## config.mk

```make
export PLATFORM = sky130hd
export DESIGN_NAME = gcd_job_sequencer
export DESIGN_NICKNAME = d
export VERILOG_FILES = /design/src/rtl/gcd_job_sequencer.sv
export SDC_FILE = /design/constraint.sdc
export NUM_CORES = 1
export LEC_CHECK = 0
export ABC_AREA = 0
export BUFFER_PORTS_ARGS = -buffer_cell sky130_fd_sc_hd__buf_2
export CELL_PAD_IN_SITES_DETAIL_PLACEMENT = 2
export CELL_PAD_IN_SITES_GLOBAL_PLACEMENT = 2
export CORE_MARGIN = 5
export CORE_UTILIZATION = 41
export DETAILED_ROUTE_END_ITERATION = 8
export GPL_ROUTABILITY_DRIVEN = 0
export HOLD_SLACK_MARGIN = 0.02
export PLACE_DENSITY = 0.77
export SYNTH_ARGS = -nofsm -noshare
export SYNTH_HDL_FRONTEND = slang
export SYNTH_SLANG_ARGS = --single-unit
```

## constraint.sdc

```tcl
create_clock -name clk -period 3.3 [get_ports clk]
set_input_delay 0.66 -clock clk [delete_from_list [all_inputs] [get_ports clk]]
set_output_delay 0.66 -clock clk [all_outputs]
set_load 0.02 [all_outputs]
```

## src/rtl/gcd_job_sequencer.sv

```systemverilog
// gcd_job_sequencer
// Initiator side of the GCD engine start/done handshake. Operand pairs are
// buffered in a small FIFO and launched one at a time on the engine. Results,
// including locally resolved zero-operand jobs and engine timeouts, are
// returned on a valid/ready port in push order.
module gcd_job_sequencer #(
    parameter int WIDTH   = 8,
    parameter int DEPTH   = 4,
    parameter int TIMEOUT = 1023
) (
    input  logic             clk,
    input  logic             rst,
    input  logic             in_valid,
    output logic             in_ready,
    input  logic [WIDTH-1:0] in_a,
    input  logic [WIDTH-1:0] in_b,
    output logic             eng_start,
    output logic [WIDTH-1:0] eng_a,
    output logic [WIDTH-1:0] eng_b,
    input  logic             eng_done,
    input  logic [WIDTH-1:0] eng_result,
    output logic             out_valid,
    input  logic             out_ready,
    output logic [WIDTH-1:0] out_result,
    output logic             out_error,
    output logic             busy
);

    localparam int PW   = (DEPTH > 1) ? $clog2(DEPTH) : 1;
    localparam int CNTW = $clog2(DEPTH + 1);
    localparam int CW   = $clog2(TIMEOUT + 1);

    localparam logic [CNTW-1:0] DEPTH_C   = CNTW'(DEPTH);
    localparam logic [CW-1:0]   TIMEOUT_C = CW'(TIMEOUT);

    typedef enum logic [1:0] {
        IDLE = 2'd0,
        RUN  = 2'd1,
        COOL = 2'd2,
        RESP = 2'd3
    } state_t;

    // Operand FIFO storage and bookkeeping
    logic [WIDTH-1:0] memA_q [DEPTH];
    logic [WIDTH-1:0] memB_q [DEPTH];
    logic [PW-1:0]    wrPtr_q;
    logic [PW-1:0]    rdPtr_q;
    logic [CNTW-1:0]  count_q;

    // FSM state and registered outputs
    state_t           state_q;
    logic [CW-1:0]    cnt_q;
    logic [CW-1:0]    cnt_d;
    logic             engStart_q;
    logic [WIDTH-1:0] engA_q;
    logic [WIDTH-1:0] engB_q;
    logic             outValid_q;
    logic [WIDTH-1:0] outResult_q;
    logic             outError_q;

    logic             full;
    logic             push;
    logic             pop;
    logic [WIDTH-1:0] headA;
    logic [WIDTH-1:0] headB;
    logic             timeoutHit;

    assign full     = (count_q == DEPTH_C);
    assign in_ready = !full;
    assign push     = in_valid && !full;
    assign pop      = (state_q == IDLE) && (count_q != '0);
    assign headA    = memA_q[rdPtr_q];
    assign headB    = memB_q[rdPtr_q];
    assign busy     = (state_q != IDLE) || (count_q != '0);

    assign eng_start  = engStart_q;
    assign eng_a      = engA_q;
    assign eng_b      = engB_q;
    assign out_valid  = outValid_q;
    assign out_result = outResult_q;
    assign out_error  = outError_q;

    // Saturating run-cycle counter; a job times out when the count reaches TIMEOUT
    always_comb begin
        cnt_d = cnt_q;
        if (cnt_q != TIMEOUT_C) begin
            cnt_d = cnt_q + CW'(1);
        end
    end

    assign timeoutHit = (cnt_d == TIMEOUT_C);

    // Operand storage is written on every accepted push; no reset needed since
    // the occupancy count decides which entries are meaningful
    always_ff @(posedge clk) begin
        if (push) begin
            memA_q[wrPtr_q] <= in_a;
            memB_q[wrPtr_q] <= in_b;
        end
    end

    // FIFO pointers and occupancy; push and pop in one cycle leave the count unchanged
    always_ff @(posedge clk or posedge rst) begin
        if (rst) begin
            wrPtr_q <= '0;
            rdPtr_q <= '0;
            count_q <= '0;
        end else begin
            if (push) begin
                wrPtr_q <= wrPtr_q + PW'(1);
            end
            if (pop) begin
                rdPtr_q <= rdPtr_q + PW'(1);
            end
            case ({push, pop})
                2'b10:   count_q <= count_q + CNTW'(1);
                2'b01:   count_q <= count_q - CNTW'(1);
                default: count_q <= count_q;
            endcase
        end
    end

    // Job sequencing FSM: launch, wait for done or timeout, cool down, respond
    always_ff @(posedge clk or posedge rst) begin
        if (rst) begin
            state_q     <= IDLE;
            cnt_q       <= '0;
            engStart_q  <= 1'b0;
            engA_q      <= '0;
            engB_q      <= '0;
            outValid_q  <= 1'b0;
            outResult_q <= '0;
            outError_q  <= 1'b0;
        end else begin
            case (state_q)
                IDLE: begin
                    if (count_q != '0) begin
                        if ((headA != '0) && (headB != '0)) begin
                            engA_q     <= headA;
                            engB_q     <= headB;
                            engStart_q <= 1'b1;
                            cnt_q      <= '0;
                            state_q    <= RUN;
                        end else if ((headA == '0) && (headB == '0)) begin
                            outResult_q <= '0;
                            outError_q  <= 1'b1;
                            outValid_q  <= 1'b1;
                            state_q     <= RESP;
                        end else begin
                            outResult_q <= headA | headB;
                            outError_q  <= 1'b0;
                            outValid_q  <= 1'b1;
                            state_q     <= RESP;
                        end
                    end
                end
                RUN: begin
                    cnt_q <= cnt_d;
                    if (eng_done) begin
                        outResult_q <= eng_result;
                        outError_q  <= 1'b0;
                        engStart_q  <= 1'b0;
                        state_q     <= COOL;
                    end else if (timeoutHit) begin
                        outResult_q <= '0;
                        outError_q  <= 1'b1;
                        engStart_q  <= 1'b0;
                        state_q     <= COOL;
                    end
                end
                COOL: begin
                    cnt_q      <= '0;
                    outValid_q <= 1'b1;
                    state_q    <= RESP;
                end
                RESP: begin
                    if (out_ready) begin
                        outValid_q <= 1'b0;
                        state_q    <= IDLE;
                    end
                end
                default: begin
                    state_q <= IDLE;
                end
            endcase
        end
    end

endmodule

```

==> run summary <==
## Outcome
• **run status** completed

## Floorplan
• **y dimension of the die** 120.3 um
• **initial core utilization** 0.4174
• **IO Pins** 58
• **Die Span X** 120.3 um
• **floorplan core area** 11960 um2
• **die footprint** 14480 um2
• **number of placement rows** 40

## Hold path
• **worst min path class** reg2reg

## Pwr
• **post-layout power** 5.524 mW
• **Worst VDD drop** 487.1 uV
• **Static Leak** 2.211 nW
• **total power density per cell area** 965.6 nW/um2

## CTS
• **post-CTS setup buffer count** 0
• **CTS tree** done
• **maximum level of the CTS H-tree** 3
• **post-CTS sizing** 0
• **hold buffer count at cts** 0
• **largest buffer count on any clock path** 2
• **clock-pin transition on the worst setup and hold timing paths** 0.07 ns
• **Clock Root Buffer** sky130_fd_sc_hd__clkbuf_16
• **TritonCTS sink count** 110
• **total clock buffers created by CTS** 9
• **source-to-sink clock delay at the later pin of the worst-skew pair** 0.35 ns

## Global routing
• **via count of the first global-routing pass** 3438
• **wire length of the first global-routing pass** 19730 um
• **Congestion Overflow GR** 0
• **antenna violations before repair** 0
• **pin count of the biggest net entering global routing** 47
• **overall routing resource usage** 0.1800

## STA
• **number of hold violations in the final report** 0
• **Max Transition Viols Final** 0
• **total negative slack** 0 ns
• **endpoints failing setup** 0
• **tightest hold margin** 0.4920 ns
• **unrepaired setup endpoints after global routing** no
• **Min Clock Period, post-route** 2.832 ns
• **slew at the pin closest to its max-slew limit** 1.034 ns
• **setup clock skew after layout** 0.01143 ns
• **share of the clock period used by the worst path after layout** 0.8583
• **highest achievable clock rate** 0.3530 GHz
• **max_slew headroom** 0.3095

## Detailed routing
• **total number of vias** 3080
• **detailed-route DRC error count** 0
• **Pre-antenna DRT Iters** 4
• **antenna-violating nets left** 0
• **final routed wirelength across all metal layers** 12470 um
• **via count normalized by instance count** 5.550
• **wire per inst** 22.46 um
• **detailed router's first-iteration violation count** 133

## Worst setup path
• **cell breakdown of the critical path** ha_1 -> and3_1 -> xnor2_1 -> a2111oi_0 -> and4_1 -> o211ai_4 -> mux2_4
• **Worst path max stage delay** 0.59 ns
• **startpoint-to-endpoint class of the critical path** reg2reg
• **Data arrival, critical path** 3.07 ns
• **data required time at the worst endpoint** 3.53 ns
• **crit path capture type** register
• **setup slack on the worst flop-to-flop path** 0.47 ns
• **Crit Path Max Fanout** 11
• **kind of start point of the critical path** register
• **Slowest cell on crit path** sky130_fd_sc_hd__a2111oi_0

## Placement
• **Placed Cells incl. Taps** 539
• **count of buffers inserted at the top-level ports** 57
• **HPWL Detailed** 9166 um

## Final layout
• **P&R area growth vs syn** 14.59%
• **number of diodes** 0
• **fraction of final layout cells with drive strength greater than 1** 0.2745
• **non-filler instance count after layout** 555
• **fin nets** 443
• **final cell utilization of the core** 0.4782

## Yosys
• **area of the mapped netlist** 4992 um2
• **number of synthesized flops with an enable pin** 64
• **Distinct cells, synth** 54
• **prevailing post-synth register cell** sky130_fd_sc_hd__edfxtp_1
• **fraction of the yosys area taken by sequential cells** 0.6155
• **register bit count reported by yosys** 110
• **proportion of register bits with asynchronous set or reset after synthesis** 0.4182
• **synthesized instance count** 345
• **mean instance size in the synthesized netlist** 14.47 um2
• **most numerous cell in the Yosys netlist** sky130_fd_sc_hd__edfxtp_1
• **library cell with the largest summed area after synthesis** sky130_fd_sc_hd__edfxtp_1
• **total nets after synthesis** 385
• **largest cells by area after synthesis** sky130_fd_sc_hd__edfxtp_1 (38%), sky130_fd_sc_hd__dfrtp_1 (23%), sky130_fd_sc_hd__mux4_2 (7.2%)
• **area share of the largest cell type after synthesis** 0.3850
• **number of warning messages in the yosys log** 0
• **commonest cells in the netlist** sky130_fd_sc_hd__edfxtp_1 (64), sky130_fd_sc_hd__dfrtp_1 (46), sky130_fd_sc_hd__nand2_1 (24), sky130_fd_sc_hd__nor2_1 (18)

## Job
• **Max Cap Viol** 0

-- final cells by class --
cell class | count | area [um2]
tap | 147 | 183.9
multi-input combinational | 208 | 1790
clock buffer | 14 | 296.5
timing repair buffer | 61 | 315.3
fill | 1151 | 6241
inverter | 13 | 48.80
clock inverter | 2 | 12.51
sequential | 110 | 3073
-- kinds of logic after synthesis --
logic type / share of synthesized area
adder cells (fa/ha/maj): 0.02907
buffers and inverters: 0.02581
multiplexers: 0.1429
XOR/XNOR: 0.01228
AND/OR/NAND/NOR: 0.1053
flip-flops: 0.6155
AO/OA/AOI/OAI: 0.06917
-- layer usage --
layer / vias up / global-route usage / wire (um)
met1: 1586 / 0.2242 / 5335
met4: 0 / 0.06941 / 252
met2: 51 / 0.3098 / 6427
li1: 1426 / - / -
met5: - / 0 / 0
met3: 17 / 0.03601 / 449
-- power breakdown --
group	switching (mW)	internal (mW)	leakage (nW)
clock	0.471	0.624	0.149
sequential	0.207	1.89	1.14
combinational	1.39	0.942	0.921
total	2.07	3.46	2.21
-- critical path, delay by kind of cell, from the launching register on --
family	cells	cell delay (ns)
AND/OR/NAND/NOR	2	0.65
multiplexers	1	0.34
flip-flops	1	0.45
adder cells (fa/ha/maj)	1	0.42
AO/OA/AOI/OAI	2	0.77
XOR/XNOR	1	0.08
-- layout by cell type (no fill, tap or decap), drive strengths merged, types with 3 or more instances in the layout --
cell	count
inv	13
dfrtp	46
ha	10
mux4	16
nor3	4
clkbuf	14
xnor2	4
mux2	26
nand2	26
nand4	5
nand3	15
and2	3
buf	61
a2bb2oi	4
and4	5
edfxtp	64
nor2	18
xor2	3
mux2i	3
o21ai	24
and3	7
o31ai	3
nor4	5
-- stage by stage --
stage	instance area [um2]	setup slack, ns
after floorplan	4992	0.8765
after CTS	5720	0.4407
after global placement	5411	0.6143
after detailed placement	5411	0.4584
final	5720	0.4675
after global routing	5720	0.2114
-- final timing paths --
kind	start	to	depth (start not counted)
max	cnt_q[0]$_DFFE_PP0P_	out_result[7]$_DFFE_PP0P_	7
min	eng_a[7]$_DFFE_PP0P_	eng_a[7]$_DFFE_PP0P_	1
max reg2reg	cnt_q[0]$_DFFE_PP0P_	out_result[7]$_DFFE_PP0P_	7
min reg2reg	eng_a[7]$_DFFE_PP0P_	eng_a[7]$_DFFE_PP0P_	1
max in group asynchronous	rst	eng_a[7]$_DFFE_PP0P_	2
min in group asynchronous	rst	count_q[2]$_DFFE_PP0P_	2
-- sequential cells by signal, indices dropped and copies added, names as in the netlist --
register,flops
cnt_q,10
count_q,3
eng_a,8
eng_b,8
eng_start,1
memA_q,32
memB_q,32
out_error,1
out_result,8
out_valid,1
rdPtr_q,2
state_q,2
wrPtr_q,2
Note: power is estimated with default switching activity, not from simulation.
